--- config.mk ---
export PLATFORM = sky130hd
export DESIGN_NAME = risc_dmem_resp_flat
export DESIGN_NICKNAME = d
export VERILOG_FILES = /design/src/rtl/risc_dmem_resp_if.sv /design/src/rtl/risc_dmem_resp.sv /design/src/flat_wrapper.sv
export SDC_FILE = /design/constraint.sdc
export NUM_CORES = 1
export LEC_CHECK = 0
export ABC_AREA = 1
export BUFFER_PORTS_ARGS = -buffer_cell sky130_fd_sc_hd__buf_4
export CORE_MARGIN = 2
export CORE_UTILIZATION = 50
export DETAILED_ROUTE_END_ITERATION = 6
export PLACE_DENSITY = 0.68
export SLEW_MARGIN = 10
export SYNTH_ARGS = -nofsm -noshare
export SYNTH_HDL_FRONTEND = slang
export SYNTH_SLANG_ARGS = --single-unit
--- constraint.sdc ---
create_clock -name clk -period 2.8 [get_ports clk]
set_clock_uncertainty 0.05 [all_clocks]
set_input_delay 0.56 -clock clk [delete_from_list [all_inputs] [get_ports clk]]
set_output_delay 0.56 -clock clk [all_outputs]
set_load 0.02 [all_outputs]
--- src/rtl/risc_dmem_resp_if.sv ---
// CPU data-port and host preload bus for the data-memory responder.
interface risc_dmem_resp_if #(
    parameter int AW = 4,
    parameter int DW = 8
);
    logic          dmenbl;
    logic          rdwr;
    logic [AW-1:0] dmaddr;
    logic [DW-1:0] dmdatain;
    logic [DW-1:0] dmdataout;
    logic          init_busy;
    logic          host_vld;
    logic          host_rdy;
    logic [AW-1:0] host_addr;
    logic [DW-1:0] host_data;
    logic [7:0]    rd_cnt;
    logic [7:0]    wr_cnt;
    logic          coll_err;

    modport master (
        output dmenbl, rdwr, dmaddr, dmdatain, host_vld, host_addr, host_data,
        input  dmdataout, init_busy, host_rdy, rd_cnt, wr_cnt, coll_err
    );

    modport slave (
        input  dmenbl, rdwr, dmaddr, dmdatain, host_vld, host_addr, host_data,
        output dmdataout, init_busy, host_rdy, rd_cnt, wr_cnt, coll_err
    );
endinterface

--- src/rtl/risc_dmem_resp.sv ---
// Data-memory target for the CPU eunit: 1-cycle registered reads, host preload
// port, saturating access counters and a post-reset zero-fill sequencer.
module risc_dmem_resp #(
    parameter int AW         = 4,
    parameter int DW         = 8,
    parameter bit INIT_CLEAR = 1'b1
) (
    input  logic             clk,
    input  logic             rst,
    risc_dmem_resp_if.slave  bus
);
    localparam int DEPTH = 2 ** AW;

    typedef enum logic {CLEAR, IDLE} state_t;

    state_t        state;
    logic [AW-1:0] ptr;
    logic [DW-1:0] mem [DEPTH];
    logic [DW-1:0] dout;
    logic [7:0]    rd_cnt;
    logic [7:0]    wr_cnt;
    logic          coll_err;

    logic cpu_rd, cpu_wr, host_rdy, host_wr;

    assign cpu_rd   = (state == IDLE) && bus.dmenbl && bus.rdwr;
    assign cpu_wr   = (state == IDLE) && bus.dmenbl && !bus.rdwr;
    assign host_rdy = (state == IDLE) && !bus.dmenbl;
    assign host_wr  = host_rdy && bus.host_vld;

    always_ff @(posedge clk) begin
        if (rst) begin
            state    <= INIT_CLEAR ? CLEAR : IDLE;
            ptr      <= '0;
            dout     <= '0;
            rd_cnt   <= '0;
            wr_cnt   <= '0;
            coll_err <= 1'b0;
        end else begin
            unique case (state)
                CLEAR: begin
                    ptr <= ptr + 1'b1;
                    if (ptr == AW'(DEPTH - 1))
                        state <= IDLE;
                    // CPU traffic during the clear is dropped but remembered
                    if (bus.dmenbl)
                        coll_err <= 1'b1;
                end
                IDLE: begin
                    if (cpu_rd) begin
                        dout <= mem[bus.dmaddr];
                        if (rd_cnt != 8'hFF)
                            rd_cnt <= rd_cnt + 8'd1;
                    end
                    if (cpu_wr && wr_cnt != 8'hFF)
                        wr_cnt <= wr_cnt + 8'd1;
                end
                default: state <= IDLE;
            endcase
        end
    end

    // CPU owns the array whenever it asserts dmenbl, so host and CPU writes
    // are mutually exclusive by construction.
    always_ff @(posedge clk) begin
        if (!rst) begin
            if (state == CLEAR)
                mem[ptr] <= '0;
            else if (cpu_wr)
                mem[bus.dmaddr] <= bus.dmdatain;
            else if (host_wr)
                mem[bus.host_addr] <= bus.host_data;
        end
    end

    assign bus.dmdataout = dout;
    assign bus.init_busy = (state == CLEAR);
    assign bus.host_rdy  = host_rdy;
    assign bus.rd_cnt    = rd_cnt;
    assign bus.wr_cnt    = wr_cnt;
    assign bus.coll_err  = coll_err;
endmodule

--- src/flat_wrapper.sv ---
// flat-port wrapper written by rule: the top's interface ports become plain ports
module risc_dmem_resp_flat 
#(
    parameter int AW         = 4,
    parameter int DW         = 8,
    parameter bit INIT_CLEAR = 1'b1
)
  (clk, rst, bus_dmenbl, bus_rdwr, bus_dmaddr, bus_dmdatain, bus_host_vld, bus_host_addr, bus_host_data, bus_dmdataout, bus_init_busy, bus_host_rdy, bus_rd_cnt, bus_wr_cnt, bus_coll_err);
  risc_dmem_resp_if #(.AW(AW), .DW(DW)) bus_i ();
  input  logic clk;
  input  logic rst;
  input wire logic [$bits(bus_i.dmenbl)-1:0] bus_dmenbl;
  input wire logic [$bits(bus_i.rdwr)-1:0] bus_rdwr;
  input wire logic [$bits(bus_i.dmaddr)-1:0] bus_dmaddr;
  input wire logic [$bits(bus_i.dmdatain)-1:0] bus_dmdatain;
  input wire logic [$bits(bus_i.host_vld)-1:0] bus_host_vld;
  input wire logic [$bits(bus_i.host_addr)-1:0] bus_host_addr;
  input wire logic [$bits(bus_i.host_data)-1:0] bus_host_data;
  output wire logic [$bits(bus_i.dmdataout)-1:0] bus_dmdataout;
  output wire logic [$bits(bus_i.init_busy)-1:0] bus_init_busy;
  output wire logic [$bits(bus_i.host_rdy)-1:0] bus_host_rdy;
  output wire logic [$bits(bus_i.rd_cnt)-1:0] bus_rd_cnt;
  output wire logic [$bits(bus_i.wr_cnt)-1:0] bus_wr_cnt;
  output wire logic [$bits(bus_i.coll_err)-1:0] bus_coll_err;
  assign bus_i.dmenbl = bus_dmenbl;
  assign bus_i.rdwr = bus_rdwr;
  assign bus_i.dmaddr = bus_dmaddr;
  assign bus_i.dmdatain = bus_dmdatain;
  assign bus_i.host_vld = bus_host_vld;
  assign bus_i.host_addr = bus_host_addr;
  assign bus_i.host_data = bus_host_data;
  assign bus_dmdataout = bus_i.dmdataout;
  assign bus_init_busy = bus_i.init_busy;
  assign bus_host_rdy = bus_i.host_rdy;
  assign bus_rd_cnt = bus_i.rd_cnt;
  assign bus_wr_cnt = bus_i.wr_cnt;
  assign bus_coll_err = bus_i.coll_err;
  risc_dmem_resp #(.AW(AW), .DW(DW), .INIT_CLEAR(INIT_CLEAR)) u_core (.clk(clk), .rst(rst), .bus(bus_i));
endmodule
### Yosys cells after proc, flatten, opt, wreduce, memory -nomap -nowiden

Memories as Yosys holds them, arrays and structs flattened. A register that Yosys moved wholly into a read port is not among the register bits.
Cells that the tools add are included.

| word-level totals | value |
|---|---|
| bits in writable memories | 128 |
| output and inout port bits | 27 |
| memory bits (read-only) | 0 |
| register bits after elaboration | 22 |
| bits of input ports | 29 |
| memories | 1 |
| logic and storage cells | 47 |
| bits in latches | 0 |

Memories:

| memory | depth | width | rd ports | clocked after memory_dff | wr ports | line | text |
|---|---|---|---|---|---|---|---|
| u_core.mem | 16 | 8 | 1 | 1 | 1 | risc_dmem_resp.sv:18 | `logic [DW-1:0] mem [DEPTH];` |

| operators by class | value |
|---|---|
| shift-type cells | 0 |
| bitwise logic cells | 1 |
| multipliers | 0 |
| add/subtract/negate cells | 3 |
| order comparisons | 0 |
| reduce and logical (&&, ||, !) cells | 14 |
| multiplexer cells | 20 |
| divide/modulo/power cells | 0 |
| eq/ne operators | 3 |

Operators by type and width:

| cell | number |
|---|---|
| adder 8 x 1 -> 8 bit, second input constant | 2 |
| two-way mux 1 bit | 16 |
| two-way mux 8 bit | 2 |
| inequality test 8 bit, second input constant | 2 |
| OR reduction 8 bit | 2 |
| two-way mux 4 bit | 2 |
| logical AND 1 bit | 6 |
| AND reduction 2 bit | 3 |
| adder 4 x 1 -> 4 bit, second input constant | 1 |
| equality test 4 bit, second input constant | 1 |
| AND reduction 3 bit | 1 |
| logical NOT 1 bit | 2 |
| NOT 1 bit | 1 |

### Depth between registers and ports, before layout

Gate-level depths: netlist of the first run.

| depth | value |
|---|---|
| depth after elaboration | 10 |
| mapped depth | 10 |

### Worst setup path before layout of the first run

Ideal clock, no wire load.

| path | value |
|---|---|
| path kind | input port to flip-flop |
| start point | in bus_dmaddr[2] |
| end point | mem u_core.mem[13][0], enable pin |
| setup slack | 0.691 ns |
| arrival | 1.689 ns |
| buffers on the path | 1 |
| cell stages on the path | 7 |
| cells stage by stage | buf_2 clkinv_1 nand3_2 nand3_2 nand2_2 nand3_2 nor2_1 |

| on the way | value |
|---|---|
| word-level cells in the longest chain between the ends | 2 |

Ends and longest elaborated chain:

| item | line | text |
|---|---|---|
| start, declared | flat_wrapper.sv:14 | `input wire logic [$bits(bus_i.dmaddr)-1:0] bus_dmaddr;` |
| two-way mux 4 bit (no line) (2 in series) | - |  |
| end, declared | risc_dmem_resp.sv:18 |  |

No other way between the ends.

### Worst setup path in the final report of the first run

| path | value |
|---|---|
| start point | reg u_core.state |
| end point | mem u_core.mem[8][4], enable pin |

| on the way | value |
|---|---|
| word-level cells in the longest chain between the ends | 9 |

Ends and longest elaborated chain:

| item | line | text |
|---|---|---|
| start, declared | risc_dmem_resp.sv:16 | `state_t state;` |
| start signal, assigned | risc_dmem_resp.sv:33 | `state <= INIT_CLEAR ? CLEAR : IDLE;` |
| logical AND 1 bit, on equally long branches | risc_dmem_resp.sv:27, risc_dmem_resp.sv:28 |  |
| logical AND 1 bit, on equally long branches | risc_dmem_resp.sv:27, risc_dmem_resp.sv:29 |  |
| two-way mux 1 bit, on equally long branches | risc_dmem_resp.sv:69, risc_dmem_resp.sv:71 |  |
| two-way mux 1 bit, on equally long branches | risc_dmem_resp.sv:67, risc_dmem_resp.sv:69 |  |
| two-way mux 1 bit, on equally long branches | risc_dmem_resp.sv:66, risc_dmem_resp.sv:67 |  |
| two-way mux 1 bit, on equally long branches | risc_dmem_resp.sv:70, risc_dmem_resp.sv:66 |  |
| OR reduction 8 bit (no line) / two-way mux 1 bit (equally long branches) | - |  |
| two-way mux 4 bit (no line) (tied with other cells) | - |  |
| two-way mux 4 bit (no line) / two-way mux 1 bit (equally long branches) | - |  |

Parallel ways exist; a longest one is shown, timed or not.

==> reports/results.txt, run 1 <==
Tmin final - 2.28 ns
vias in the first global route - 4,963
starting density of the core - 0.512
number of H-tree branching levels - 4
global-route wire length before repair - 25,500 um
final setup slack of the worst path - 0.525 ns
horizontal die dimension - 123 um
Compound-Gate Fraction of Synth Area - 0.0422
sink of the worst hold path - u_core.bus.coll_err
mux share of post-synthesis cell area - 0
cell repeated most along the worst path - sky130_fd_sc_hd__nand2_1
Yosys warning count - 0
mean cell area of the mapped netlist - 9.57 sq um
sum of overflow across all layers after global routing - 0
Highest Signal Layer - met4
clock tree sinks - 158
startpoint of the lowest-slack register-to-register path - u_core.state
number of stages on the worst hold path - 3
DRT antenna net count - 0
Slowest Stage Delay on Critical Path - 0.46 ns
total via count after detailed routing - 5,254
pin count of the biggest net entering global routing - 37
die height - 123 um
power density over cell area - 597 nW/um^2
metal2 WL - 7880 um
period utilization - 0.813
worst r2r dst - u_core.mem[8][4]
net count after synthesis - 775
cts-stage hold buffer count - 0
insertion delay of the later-clocked pin in the worst-skew pair - 0.42 ns
Cell Area, Placed - 7830 sq um
post-detailed-routing wire length - 16,700 um
routability-driven placement congestion ratio - 0.872
Final Hold Fails - 0
worst min path class - in -> reg
data required time of the critical path - 2.88 ns
Antenna Diode Count - 0
reg2reg path depth - 9
Port-buffer cells - 55
number of buffers inserted during clock tree synthesis - 17
worst max-slew margin expressed relative to the limit - 0.412
post-synthesis sequential element count - 158
root cell of the clock tree - sky130_fd_sc_hd__clkbuf_16
core region area - 13,900 sq um
synthesized-area fraction occupied by adder cells - 0.00528
final layout net count - 846
dpl ws - 0.259 ns
fraction of final layout cells with drive strength greater than 1 - 0.173
dominant combinational cell family by area after synthesis - simple AND/OR/NAND/NOR gates
per-cell via count in the routed design - 5.22
Resized Gates After CTS - 0
setup_tns - 0 ns
max-slew violation total from the final report - 0
TritonCTS clock tree - done
post-route standard cell area excluding fillers - 8400 sq um
Hold Slack - 0.364 ns
layout overhead on the synthesized area - 18.2%
IR drop worst, VDD - 0.000406 V
RSZ-0062 raised after global routing - false
Seq/Total Area, Yosys - 0.625
worst path cell trace - nand2_1, nor2_4, nand2_2, nand2_1, nand3_2, o21ai_1, nand3_1, nor2_1, buf_4
simple-gate share of the synthesized area - 0.248
maximum buffer depth of the clock tree - 2
first-iteration detailed-routing DRC count - 536
Most used DFF post-synth - sky130_fd_sc_hd__edfxtp_1
Post-Syn Area - 7110 sq um
fraction of synthesized cell area in xor and xnor cells - 0.0111
Max FO, Critical Path - 14
Post-synth EDFFs - 128
nature of the critical path startpoint - flop
Crit path arrival time - 2.35 ns
buffers inserted during post-CTS setup optimization - 0
Reg2Reg Setup Slack - 0.52 ns
average detailed-routed wire length per instance - 16.5 um
count of endpoints failing setup in the final report - 0
f_max - 440 MHz
startpoint of the tightest hold check path - bus_dmenbl
Unique masters post-synth - 32
first-pass iteration count of the detailed router - 5
worst-margin pin slew - 0.882 ns
standby leakage power - 3.65 nW
number of standard-cell rows in the floorplan - 43
number of instances in the synthesized netlist - 743
Met1 Wirelength - 7240 um
Die Footprint - 15,200 sq um
top-level port count - 56
DPL Wire Length - 11,100 um
number of maximum-capacitance constraint violations - 0
FFs w/ async S/R, synth - 0
result of the run - completed
number of antenna violations at the first check in global routing - 0
clock-pin slew of the registers on the worst-case setup and hold paths - 0.06 ns
met3 wire length - 1020 um
global-route usage over all layers - 0.230
kind of critical path - reg -> reg
Slowest cell on crit path - sky130_fd_sc_hd__dfxtp_1
drt drc - 0
crit path capture type - flop
## synthesized netlist by cell type (all sizes together) (4+ instances only)
library cell  number  area, sq um
nand2            255          980
edfxtp           128         3840
nand3            108          588
inv               89          334
nor2              35          146
dfxtp             30          601
a21oi             18         90.1
buf               15         77.6
clkbuf            15         56.3
o21ai             10         50.1
a32o               8         80.1
o21a               8         60.1
xor2               5         43.8
xnor2              4         35.0
## per-stage QoR
stage / total power [mW] / util / instances
after floorplan: 2.76 / - / 743
final: 5.02 / 0.605 / 1007
after global placement: 2.86 / 0.564 / 975
after CTS: 5.04 / 0.605 / 1007
after detailed placement: 2.87 / 0.564 / 975
after global routing: 5.17 / 0.605 / 1007
## layer usage
metal,vias to the layer above,GRT usage
li1,2584,-
met1,2455,0.306
met2,185,0.368
met3,30,0.0434
met4,0,0.106
met5,-,0
## placed cells by master, fill, tap and decap left out, types with 7 or more instances in the layout
cell type	Yosys	layout
sky130_fd_sc_hd__nand2_2	9	9
sky130_fd_sc_hd__nand3_1	100	100
sky130_fd_sc_hd__inv_1	82	82
sky130_fd_sc_hd__dfxtp_1	30	30
sky130_fd_sc_hd__a32o_1	8	8
sky130_fd_sc_hd__nand3_2	7	7
sky130_fd_sc_hd__nand2_1	246	246
sky130_fd_sc_hd__buf_4	0	81
sky130_fd_sc_hd__a21oi_1	18	18
sky130_fd_sc_hd__clkbuf_16	0	18
sky130_fd_sc_hd__edfxtp_1	128	128
sky130_fd_sc_hd__nor2_1	33	33
sky130_fd_sc_hd__inv_2	7	7
sky130_fd_sc_hd__o21ai_0	8	8
sky130_fd_sc_hd__o21a_1	8	8
## report_power, final
| part | total, mW | switching, mW | internal, mW |
|---|---|---|---|
| clock network | 2.20 | 0.863 | 1.34 |
| registers | 2.54 | 0.00811 | 2.53 |
| logic | 0.278 | 0.183 | 0.0951 |
## cell families (layout without fill, tap and decap cells)
family / after synthesis / in the layout
buffers and inverters: 122 / 206
adder cells (fa/ha/maj): 3 / 3
AND/OR/NAND/NOR: 405 / 405
AO/OA/AOI/OAI: 46 / 46
XOR/XNOR: 9 / 9
flip-flops: 158 / 158
## critical path, delay by kind of cell, from the launching register on
family,cells,cell delay (ns)
AND/OR/NAND/NOR,7,1.08
AO/OA/AOI/OAI,1,0.18
flip-flops,1,0.46
buffers and inverters,1,0.20
## cell type report
class | instances | area [sq um]
inverter | 92 | 350
clock inverter | 4 | 21.3
tap | 180 | 225
timing repair buffer | 82 | 628
sequential | 158 | 4440
fill | 1140 | 5480
multi-input combinational | 463 | 2180
clock buffer | 28 | 552
## registers in the layout, indices dropped and copies added (netlist names)
name                  count
u_core.ptr                4
u_core.bus.dmdataout      8
u_core.bus.rd_cnt         8
u_core.state              1
u_core.mem              128
u_core.bus.coll_err       1
u_core.bus.wr_cnt         8
## worst max path at each step
stage,to,from,slack [ns]
finish,u_core.mem[8][4],u_core.state,0.52
detailed placement,u_core.mem[10][1],rst,0.26
global route,u_core.mem[10][1],u_core.state,0.30
global placement,u_core.mem[10][1],rst,0.32
floorplan,u_core.mem[13][0],bus_dmaddr[2],0.69
CTS,u_core.mem[10][2],u_core.state,0.53
Note: power is estimated with default switching activity, not from simulation.
==> run 2, diff against run 1 <==
--- a/config.mk
+++ b/config.mk
@@ -5,12 +5,12 @@
 export SDC_FILE = /design/constraint.sdc
 export NUM_CORES = 1
 export LEC_CHECK = 0
-export ABC_AREA = 1
+export ABC_AREA = 0
 export BUFFER_PORTS_ARGS = -buffer_cell sky130_fd_sc_hd__buf_4
 export CORE_MARGIN = 2
 export CORE_UTILIZATION = 50
 export DETAILED_ROUTE_END_ITERATION = 6
-export PLACE_DENSITY = 0.68
+export PLACE_DENSITY = 0.71
 export SLEW_MARGIN = 10
 export SYNTH_ARGS = -nofsm -noshare
 export SYNTH_HDL_FRONTEND = slang
==> constraint.sdc (replaced) <==
create_clock -name clk -period 1.9 [get_ports clk]
set_clock_uncertainty 0.05 [all_clocks]
set_input_delay 0.38 -clock clk [delete_from_list [all_inputs] [get_ports clk]]
set_output_delay 0.38 -clock clk [all_outputs]
set_load 0.02 [all_outputs]
==> run 2 against run 1 <==
  * The flow now finishes with violations (negative setup slack)
  * Clock power up 56%
  * Final cell count down 27%
  * Die area decreased by 8.2%
  * Power up 54%
  * Synthesized area is 8.5% lower
  * Via count down 16%
==> reports/results.txt, run 2 <==
result of the run - finished, violations left
failing checks - negative setup slack
most frequent cell after synthesis - sky130_fd_sc_hd__edfxtp_1
drt drc - 0
average detailed-routed wire length per instance - 22.7 um
standby leakage power - 3.10 nW
DRT antenna net count - 0
portion of synthesized cell area occupied by the leading cell type - 0.591
crit path capture type - flop
worst-margin pin slew - 0.634 ns
layout overhead on the synthesized area - 39.9%
pin count of the biggest net entering global routing - 28
worst path cell trace - and4bb_4, buf_4, o311ai_4, buf_12, nor3_4, buf_6
routability-driven placement congestion ratio - 0.860
most common cell after layout, fill and taps aside - sky130_fd_sc_hd__edfxtp_1
first-iteration detailed-routing DRC count - 432
Largest register FFs - 128
number of maximum-capacitance constraint violations - 0
top-level port count - 56
Crit path max-delay family - simple AND/OR/NAND/NOR gates
maximum buffer depth of the clock tree - 2
Post-Syn Area - 6510 sq um
share of the core filled with cells in the final layout - 0.719
Post-synth EDFFs - 128
global-route usage over all layers - 0.245
cell taking the most area after synthesis - sky130_fd_sc_hd__edfxtp_1
number of standard-cell rows in the floorplan - 41
worst min path class - in -> reg
net count after synthesis - 435
post-detailed-routing wire length - 16,700 um
TritonCTS clock tree - done
Non-Filler Instances - 733
insertion delay of the later-clocked pin in the worst-skew pair - 0.43 ns
Tmin final - 1.96 ns
mean cell area of the mapped netlist - 16.1 sq um
cell count after placement - 670
DPL Wire Length - 10,200 um
post-synthesis sequential element count - 158
total design power - 7.74 mW
number of antenna violations at the first check in global routing - 0
count of endpoints failing setup in the final report - 100
Crit path arrival time - 2.05 ns
Port-buffer cells - 55
RSZ-0062 raised after global routing - true
total via count after detailed routing - 4,390
Yosys warning count - 0
number of buffers inserted during clock tree synthesis - 17
Seq/Total Area, Yosys - 0.683
starting density of the core - 0.514
period utilization - 1.03
final setup slack of the worst path - -0.0571 ns
number of instances in the synthesized netlist - 403
root cell of the clock tree - sky130_fd_sc_hd__clkbuf_16
worst max-slew margin expressed relative to the limit - 0.577
Final Hold Fails - 0
Buf/Inv on CP - 3
fraction of final layout cells with drive strength greater than 1 - 0.439
Most used DFF post-synth - sky130_fd_sc_hd__edfxtp_1
vias in the first global route - 4,486
core region area - 12,700 sq um
Unique masters post-synth - 51
horizontal die dimension - 118 um
kind of critical path - reg -> reg
number of H-tree branching levels - 4
clock-pin slew of the registers on the worst-case setup and hold paths - 0.06 ns
Slowest cell on crit path - sky130_fd_sc_hd__dfxtp_4
clock tree sinks - 158
register with the highest flop count - u_core.mem
data required time of the critical path - 1.99 ns
sum of overflow across all layers after global routing - 0
max-slew violation total from the final report - 0
Max FO, Critical Path - 8
FFs w/ async S/R, synth - 0
die height - 118 um
nature of the critical path startpoint - flop
leading post-synthesis cells by cell area - sky130_fd_sc_hd__edfxtp_1, sky130_fd_sc_hd__mux4_2, sky130_fd_sc_hd__dfxtp_1
global-route wire length before repair - 25,100 um
per-cell via count in the routed design - 5.99
IR drop worst, VDD - 0.000796 V
Slowest Stage Delay on Critical Path - 0.40 ns
most used cells in the layout excluding fill and tap cells - sky130_fd_sc_hd__edfxtp_1, sky130_fd_sc_hd__buf_4, sky130_fd_sc_hd__dfxtp_1
Antenna Diode Count - 0
final layout net count - 580
Die Footprint - 13,900 sq um
f_max - 511 MHz
first-pass iteration count of the detailed router - 5
most frequent cells after synthesis - sky130_fd_sc_hd__edfxtp_1, sky130_fd_sc_hd__dfxtp_1, sky130_fd_sc_hd__mux4_2
power density over cell area - 849 nW/um^2
-- run 2: cell types whose count changed in the layout (fill, tap and decap cells not counted), moves of 12 or more --
cell                       change
sky130_fd_sc_hd__nand2_1     -237
sky130_fd_sc_hd__mux2i_1      +22
sky130_fd_sc_hd__nor3_4       +17
sky130_fd_sc_hd__buf_4        +19
sky130_fd_sc_hd__nand2b_1     +12
sky130_fd_sc_hd__buf_6        +16
sky130_fd_sc_hd__inv_1        -77
sky130_fd_sc_hd__buf_12       +25
sky130_fd_sc_hd__nand3_1      -94
sky130_fd_sc_hd__mux4_2       +28
-- run 2: kinds of logic (layout without fill, tap and decap cells) --
group                    Yosys count  in the layout  synth area share
adder cells (fa/ha/maj)            3              3           0.00577
AND/OR/NAND/NOR                  103            103            0.0890
buffers and inverters             22            180            0.0165
XOR/XNOR                           9              9            0.0121
flip-flops                       158            158             0.683
AO/OA/AOI/OAI                     58             58            0.0629
multiplexers                      50             50             0.131
-- run 2: tightest hold or removal path, delay by kind of cell --
| kind | cells | cell delay [ns] |
|---|---|---|
| AOI/OAI and AO/OA | 1 | 0.06 |
| buffers and inverters | 2 | 0.29 |
| and+or+nand+nor | 1 | 0.07 |
-- run 2: metal layers --
metal	GRT usage	share of wire	vias up
met3	0.0523	0.059	43
met4	0.119	0.035	0
met5	0	0	-
li1	-	-	1923
met2	0.406	0.52	218
met1	0.307	0.39	2206
-- run 2: layout make-up --
class,instances,area (sq um)
clock buffers,17,425
repair buffers,142,1450
multi-input cells,223,2370
well taps,172,215
fillers,774,3560
clock inverters,15,175
flip-flops and latches,158,4450
inverters,6,25.0
-- run 2: final timing paths --
| path | to | start | slack (ns) | cells past startpoint |
|---|---|---|---|---|
| worst max-delay path | u_core.mem[1][0] | u_core.state | -0.06 | 6 |
| worst max register to register | u_core.mem[1][0] | u_core.state | -0.06 | 6 |
| worst min register to register | u_core.bus.dmdataout[6] | u_core.bus.dmdataout[6] | 0.43 | 2 |
| worst min-delay path | u_core.bus.coll_err | bus_dmenbl | 0.37 | 4 |
-- run 2: timing repair --
action,in CTS,in global routing
endpoints found under the setup margin,140,144
hold buffers,0,0
pin swaps,24,16
buffers inserted,29,6
resized for setup,8,25
-- run 2: through the flow --
stage	worst slack (ns)	cell area [sq um]	hold WS (ns)	TNS, ns
after floorplan	-0.144	6860	0.451	-15.41
after global placement	-0.365	7890	0.399	-43.75
after detailed placement	-0.406	7890	0.414	-47.92
after CTS	-0.0322	8990	0.310	-1.07
after global routing	-0.111	9110	0.399	-6.59
final	-0.0571	9110	0.366	-1.86
-- run 2: power breakdown --
part / internal [mW] / switching (mW) / leakage (nW) / total (mW)
Sequential: 3.74 / 0.0207 / 1.27 / 3.76
Combinational: 0.277 / 0.270 / 1.54 / 0.547
Clock: 1.98 / 1.45 / 0.293 / 3.43
